`config.mk`:
```
export PLATFORM = sky130hd
export DESIGN_NAME = mul_sequencer
export DESIGN_NICKNAME = d
export VERILOG_FILES = /design/src/rtl/mul_sequencer.sv
export SDC_FILE = /design/constraint.sdc
export NUM_CORES = 1
export LEC_CHECK = 0
export CAP_MARGIN = 20
export CORE_UTILIZATION = 45
export CTS_CLUSTER_DIAMETER = 150
export CTS_CLUSTER_SIZE = 25
export DETAILED_ROUTE_END_ITERATION = 12
export PLACE_DENSITY = 0.74
export SLEW_MARGIN = 20
export SYNTH_ARGS = -nofsm -noshare
export SYNTH_HDL_FRONTEND = slang
export SYNTH_SLANG_ARGS = --single-unit
export TNS_END_PERCENT = 100
```
`constraint.sdc`:
```
create_clock -name clk -period 3.7 [get_ports clk]
set_input_delay 1.11 -clock clk [delete_from_list [all_inputs] [get_ports clk]]
set_output_delay 1.11 -clock clk [all_outputs]
set_load 0.02 [all_outputs]
```
`src/rtl/mul_sequencer.sv`:
```
// Sequential shift-and-add multiplier: one multiplier bit per RUN cycle, optional early
// exit once the remaining multiplier bits are all zero. Result keeps the low WIDTH bits.
module mul_sequencer #(
  parameter int WIDTH      = 32,
  parameter bit EARLY_EXIT = 1'b1
) (
  input  logic             clk,
  input  logic             reset,
  input  logic             start,
  input  logic             abort,
  input  logic [WIDTH-1:0] srca,
  input  logic [WIDTH-1:0] srcb,
  output logic             stall,
  output logic             busy,
  output logic             done,
  output logic [WIDTH-1:0] result,
  output logic             n,
  output logic             z
);

  localparam int CW = (WIDTH > 1) ? $clog2(WIDTH) : 1;
  localparam logic [CW-1:0] CNT_LAST = CW'(WIDTH - 1);

  typedef enum logic [1:0] {
    IDLE,
    RUN,
    DONE
  } state_t;

  state_t           state, state_nxt;
  logic [WIDTH-1:0] a_q, b_q, acc_q, result_q;
  logic [CW-1:0]    cnt_q;

  logic [WIDTH-1:0] acc_sum;
  logic [WIDTH-1:0] b_shift;
  logic             run_last;

  assign acc_sum  = b_q[0] ? (acc_q + a_q) : acc_q;
  assign b_shift  = b_q >> 1;
  assign run_last = (cnt_q == CNT_LAST) || (EARLY_EXIT && (b_shift == '0));

  // NOTE: every output of this block gets a default first, so no path can infer a latch.
  always_comb begin
    state_nxt = state;
    case (state)
      IDLE: if (start) state_nxt = RUN;
      RUN: begin
        if (abort)         state_nxt = IDLE;
        else if (run_last) state_nxt = DONE;
      end
      DONE:    state_nxt = IDLE;
      default: state_nxt = IDLE;
    endcase
  end

  // NOTE: state is updated with non-blocking assignments so all flops see pre-edge values.
  always_ff @(posedge clk or negedge reset) begin
    if (!reset) state <= IDLE;
    else        state <= state_nxt;
  end

  // Datapath registers; result only changes on the edge that enters DONE.
  always_ff @(posedge clk or negedge reset) begin
    if (!reset) begin
      a_q      <= '0;
      b_q      <= '0;
      acc_q    <= '0;
      cnt_q    <= '0;
      result_q <= '0;
    end else begin
      case (state)
        IDLE: begin
          if (start) begin
            a_q   <= srca;
            b_q   <= srcb;
            acc_q <= '0;
            cnt_q <= '0;
          end
        end
        RUN: begin
          a_q   <= a_q << 1;
          b_q   <= b_shift;
          acc_q <= acc_sum;
          cnt_q <= cnt_q + 1'b1;
          if (!abort && run_last) result_q <= acc_sum;
        end
        default: ;
      endcase
    end
  end

  // Stall is combinational so the surrounding pipeline freezes in the cycle start rises.
  assign stall  = ((state == IDLE) && start) || (state == RUN);
  assign busy   = (state == RUN) || (state == DONE);
  assign done   = (state == DONE);
  assign result = result_q;
  assign n      = result_q[WIDTH-1];
  assign z      = (result_q == '0);

endmodule

```
==> flow_summary.ini, run 1 <==
[timing]
fin_crit_ns = 3.46
fin_ws_ns = 0.240
period_share = 0.935
worst_slew_pin_slew_ns = 0.874
whs_ns = 0.511
slew_violations = 0
rsz0062_at_grt = false
clock_skew_ns = 0.00927
setup_viol = 0
tns_ns = 0
hold_violations = 0
slew_headroom = 0.415
fmax_mhz = 289

[drt]
vias = 6607
drc_errors = 0
drt_first_pass_iters = 4
avgViaCountPerCell = 5.75
post_drt_wl_per_cell_microns = 17.0
routed_wl_microns = 19500
final_antenna_net_count = 0
drt_iter0_markers = 349

[cells_and_area]
drive_above_1_share = 0.0818
nNetsFinal = 1021
n_fill_cell = 1468
diodes = 0
final_common_cell = dfrtp_1
area_delta_synth_final_pct = 24.5
design_area_sq_um = 9610
final_core_util = 0.577
most-common-layout-cells = dfrtp_1, nand2_1, clkdlybuf4s50_1
final_cells = 1149

[grt]
antenna_found_initial = 0
grt_pass1_vias = 6394
grt_max_degree = 85
grt_overflow_total = 0
grt_first_pass_wirelength_microns = 32400
grt_usage = 0.233

[critical_path]
required_ns = 2.59
cp.arrival_ns = 2.35
setup.worst_path.start = result[17]
startpoint_type = register
end_kind = output port
max_stage_delay_ns = 0.61
r2r-start = a_q[0]
crit_type = reg2out
path_cells = nor4_1, nand4_1, nor2_1, clkdlybuf4s50_1
reg2reg_depth = 11
worst_path_max_delay_cell = clkdlybuf4s50_1
crit_path_max_fanout = 3

[cts]
cts.sink_count = 135
clockBufferDepth = 2
worstSkewPairLatency_ns = 0.44
cts_hold_buf = 0
cts_setup_buffers = 0
cts.clk_slew.worst_paths_ns = 0.06
post_cts_resized = 0
cts_tree = yes
htreeDepth = 4
clock-root-buffer = clkbuf_16
cts_buffers = 17

[place]
gp_congestion = 0.877
placed_cell_area_sq_um = 9030
port-buffer-count = 104
post-dp-hpwl_microns = 13400
dp_cells = 1117
pre_cts_ws_ns = 0.273

[power_and_ir_drop]
p_total_mw = 8.14
power_density_nw_per_um2 = 847
ir_drop_uv = 445
p_leak_nw = 4.32

[min_path]
hold_depth = 2
min_path_type = reg2reg
hold_path_startpoint = result[11]

[yosys]
ys_async_sr_fraction = 1.00
syn_area_sq_um = 7720
synth_edf_count = 0
ys_warn_count = 0
ys_seq_area_frac = 0.438
syn_nets = 928
netlist_instances = 823
syn_avg_cell_area_sq_um = 9.38
yosys.cell_types.count = 55
ys.flop_type = dfrtp_1
synth.ff_latch_count = 135

[floorplanning]
core_area_sq_um = 16600
die_area_sq_um = 17700
num_io_pins = 105
die_h_microns = 133
num_rows = 47
start_util = 0.464
die_x_microns = 133

[status]
status = finished clean

[run]
drv_cap = 0
[worst paths after layout]
| kind | end | slack [ns] |
|---|---|---|
| max | z | 0.24 |
| min | result[11] | 0.51 |
| max reg2reg | result[28] | 0.61 |
| min reg2reg | result[11] | 0.51 |
| max in group asynchronous | acc_q[27] | 2.23 |
| min in group asynchronous | a_q[12] | 0.74 |
[cell usage after synthesis, drive strengths merged (2+ instances only)]
cell type / n / area share
dfrtp: 135 / 0.44
nand2: 115 / 0.056
o21ai: 109 / 0.072
mux2i: 62 / 0.081
a21oi: 57 / 0.038
o22ai: 45 / 0.036
clkbuf: 38 / 0.018
ha: 36 / 0.058
a21o: 20 / 0.019
nor2: 20 / 0.0097
inv: 18 / 0.0088
xnor2: 17 / 0.019
nor4: 16 / 0.013
a22o: 11 / 0.012
buf: 11 / 0.0060
xor2: 11 / 0.012
mux2: 10 / 0.015
nand3: 10 / 0.0065
and3: 8 / 0.0065
nand4: 7 / 0.0057
a31oi: 6 / 0.0049
nor3: 6 / 0.0045
nor3b: 6 / 0.0058
o21a: 6 / 0.0058
a211oi: 4 / 0.0039
nand2b: 4 / 0.0032
o211ai: 4 / 0.0039
o21bai: 4 / 0.0039
nor2b: 3 / 0.0024
a211o: 2 / 0.0023
a32o: 2 / 0.0026
a41oi: 2 / 0.0023
and4: 2 / 0.0023
nand3b: 2 / 0.0019
o41ai: 2 / 0.0023
or4: 2 / 0.0019
[worst max-delay path: cells and delay by family, from the launching register on]
family,cells,cell delay (ns)
simple gates,3,0.91
buf+inv,1,0.61
flops,1,0.40
[flip-flops by register name (all words and copies together), names as in the netlist]
signal	cells
a_q	32
acc_q	32
b_q	32
cnt_q	5
state	2
result	32
[layer usage]
metal,vias up,track usage,wire [microns]
li1,3217,-,-
met1,3205,0.319,9280
met2,163,0.369,9020
met3,22,0.0467,868
met4,0,0.0760,318
met5,-,0,0
[power by group]
| part | total [mW] | internal [mW] | switching, mW |
|---|---|---|---|
| clock | 1.65 | 0.936 | 0.715 |
| combinational | 4.06 | 1.70 | 2.36 |
| sequential | 2.43 | 1.97 | 0.453 |
| total | 8.14 | 4.61 | 3.53 |
[layout make-up]
type                    count  area [sq um]  share of cell area
multi-input cells         620          4100               0.427
flip-flops and latches    135          3380               0.352
repair buffers            123          1210               0.126
clock buffers              17           425              0.0443
well taps                 220           275              0.0286
clock inverters            15           148              0.0154
inverters                  19          71.3             0.00742
[kinds of logic (layout without fill, tap and decap cells)]
kind of cell / Yosys count / in the layout / share of synthesized area
adder cells (fa/ha/maj): 37 / 37 / 0.0609
XOR/XNOR: 28 / 28 / 0.0318
buffers and inverters: 68 / 174 / 0.0337
AO/OA/AOI/OAI: 280 / 280 / 0.219
AND/OR/NAND/NOR: 203 / 203 / 0.121
multiplexers: 72 / 72 / 0.0959
flip-flops: 135 / 135 / 0.438
(Power assumes the default switching activity.)
==> run 2: changes to the inputs <==
--- a/config.mk
+++ b/config.mk
@@ -5,8 +5,10 @@
 export SDC_FILE = /design/constraint.sdc
 export NUM_CORES = 1
 export LEC_CHECK = 0
+export ABC_CLOCK_PERIOD_IN_PS = 3700
 export CAP_MARGIN = 20
 export CORE_UTILIZATION = 45
+export CTS_BUF_LIST = sky130_fd_sc_hd__clkbuf_16
 export CTS_CLUSTER_DIAMETER = 150
 export CTS_CLUSTER_SIZE = 25
 export DETAILED_ROUTE_END_ITERATION = 12
==> results of run 2 <==
Final layout, timing and power as in run 1 (identical DEF).
==> run 3: changes to the inputs <==
--- a/config.mk
+++ b/config.mk
@@ -5,14 +5,15 @@
 export SDC_FILE = /design/constraint.sdc
 export NUM_CORES = 1
 export LEC_CHECK = 0
-export ABC_CLOCK_PERIOD_IN_PS = 3700
+export ABC_CLOCK_PERIOD_IN_PS = 3100
 export CAP_MARGIN = 20
+export CORE_MARGIN = 8
 export CORE_UTILIZATION = 45
-export CTS_BUF_LIST = sky130_fd_sc_hd__clkbuf_16
+export CTS_BUF_LIST = sky130_fd_sc_hd__clkbuf_8
 export CTS_CLUSTER_DIAMETER = 150
 export CTS_CLUSTER_SIZE = 25
 export DETAILED_ROUTE_END_ITERATION = 12
-export PLACE_DENSITY = 0.74
+export PLACE_DENSITY = 0.76
 export SLEW_MARGIN = 20
 export SYNTH_ARGS = -nofsm -noshare
 export SYNTH_HDL_FRONTEND = slang
==> constraint.sdc (replaced) <==
create_clock -name clk -period 3.1 [get_ports clk]
set_input_delay 0.93 -clock clk [delete_from_list [all_inputs] [get_ports clk]]
set_output_delay 0.93 -clock clk [all_outputs]
set_load 0.02 [all_outputs]
==> flow_summary.ini, run 3 (synthesized netlist as in run 1, its figures left out) <==
[status]
status = finished clean

[floorplanning]
start_util = 0.453
die_x_microns = 147
die_area_sq_um = 21600
num_io_pins = 105
die_h_microns = 147
core_area_sq_um = 17100
num_rows = 48

[critical_path]
required_ns = 2.17
r2r_slack_ns = 0.14
startpoint_type = register
path_cells = nor4_2, nand4_1, nor2_1, dlygate4sd2_1
crit_family = simple AND/OR/NAND/NOR gates
end_kind = output port
max_stage_delay_ns = 0.45
worst_path_max_delay_cell = nor4_2
crit_type = reg2out
r2r_end = result[28]
r2r-start = a_q[0]
critPathBufInv = 1
reg2reg_depth = 11
cp.arrival_ns = 2.04
crit_path_max_fanout = 3

[cts]
worstSkewPairLatency_ns = 0.46
cts_tree = yes
cts.sink_count = 135
cts_buffers = 17
clockBufferDepth = 2
cts.clk_slew.worst_paths_ns = 0.08
cts_hold_buf = 0
htreeDepth = 4
clock-root-buffer = clkbuf_8

[timing]
slew_headroom = 0.437
slew_violations = 0
fin_crit_ns = 2.97
clock_skew_ns = 0.0102
fin_ws_ns = 0.129
setup_viol = 0
hold_violations = 0
fmax_mhz = 337
worst_slew_pin_slew_ns = 0.844
period_share = 0.958

[cells_and_area]
final_common_cell = dfrtp_1
most-common-layout-cells = dfrtp_1, nand2_1, clkdlybuf4s50_1
drive_above_1_share = 0.0883
area_delta_synth_final_pct = 23.1
diodes = 0
design_area_sq_um = 9510
nNetsFinal = 1021
n_fill_cell = 1539

[drt]
routed_wl_microns = 20000
drc_errors = 0
drt_iter0_markers = 427
post_drt_wl_per_cell_microns = 17.3
drt_first_pass_iters = 5
avgViaCountPerCell = 5.75
final_antenna_net_count = 0
vias = 6635

[grt]
grt_max_degree = 58
grt_usage = 0.187
antenna_found_initial = 0
grt_pass1_vias = 6491
grt_overflow_total = 0
grt_first_pass_wirelength_microns = 32900

[run]
drv_cap = 0

[power_and_ir_drop]
ir_drop_uv = 531
p_leak_nw = 4.27
p_total_mw = 9.26
power_density_nw_per_um2 = 974

[place]
gp_congestion = 0.918
post-dp-hpwl_microns = 14200
port-buffer-count = 104
pre_cts_ws_ns = 0.0105
placed_cell_area_sq_um = 9070

[min_path]
min_path_type = in2async
[run 3: changes by cell type in the layout (fill, tap and decap cells not counted), sizes merged]
cell,previous run,this run
clkinv,5,7
clkbuf,17,18
clkdlybuf4s50,103,101
inv,22,21
clkinvlp,6,3
bufinv,1,2
dlygate4sd2,0,2
[run 3: worst max-delay path by stage]
stage | startpoint | endpoint | slack, ns | cells past startpoint
after floorplan | a_q[0] | result[20] | 0.42 | 11
after global placement | start | stall | 0.008 | 4
after detailed placement | start | stall | 0.01 | 4
after CTS | a_q[0] | result[28] | 0.07 | 11
after global routing | a_q[0] | result[28] | -0.004 | 11
final | result[25] | z | 0.13 | 4
[run 3: final cells by class]
cell class,count,area (sq um),area share
Sequential cell,135,3380,0.356
Inverter,19,71.3,0.00750
Clock buffer,18,248,0.0261
Clock inverter,14,150,0.0158
Timing Repair Buffer,123,1240,0.131
Multi-Input combinational cell,620,4130,0.435
Tap cell,225,282,0.0296
[run 3: metrics by stage]
| stage | utilization | instances | TNS, ns | hold slack, ns |
|---|---|---|---|---|
| after floorplan | - | 823 | 0 | 0.463 |
| after global placement | 0.532 | 1121 | 0 | 0.482 |
| after detailed placement | 0.532 | 1121 | 0 | 0.496 |
| after CTS | 0.556 | 1153 | 0 | 0.418 |
| after global routing | 0.557 | 1154 | -0.00421 | 0.445 |
| final | 0.557 | 1154 | 0 | 0.419 |
[run 3: what timing repair did]
item                       in CTS  in global routing
setup buffers                   0                  1
pin swaps                       0                  4
setup endpoints to repair       2                  3
resized for setup               5                  3
[run 3: power breakdown]
part | switching [mW] | leakage (nW) | internal (mW)
Combinational | 2.77 | 2.37 | 2.06
Sequential | 0.595 | 1.71 | 2.35
Clock | 0.743 | 0.196 | 0.741
Total | 4.11 | 4.27 | 5.15
[run 3: metal layers]
metal,vias up,GRT usage,share of wire
li1,3212,-,-
met1,3212,0.244,0.47
met2,175,0.293,0.46
met3,36,0.0418,0.045
met4,0,0.0831,0.028
met5,-,0,0
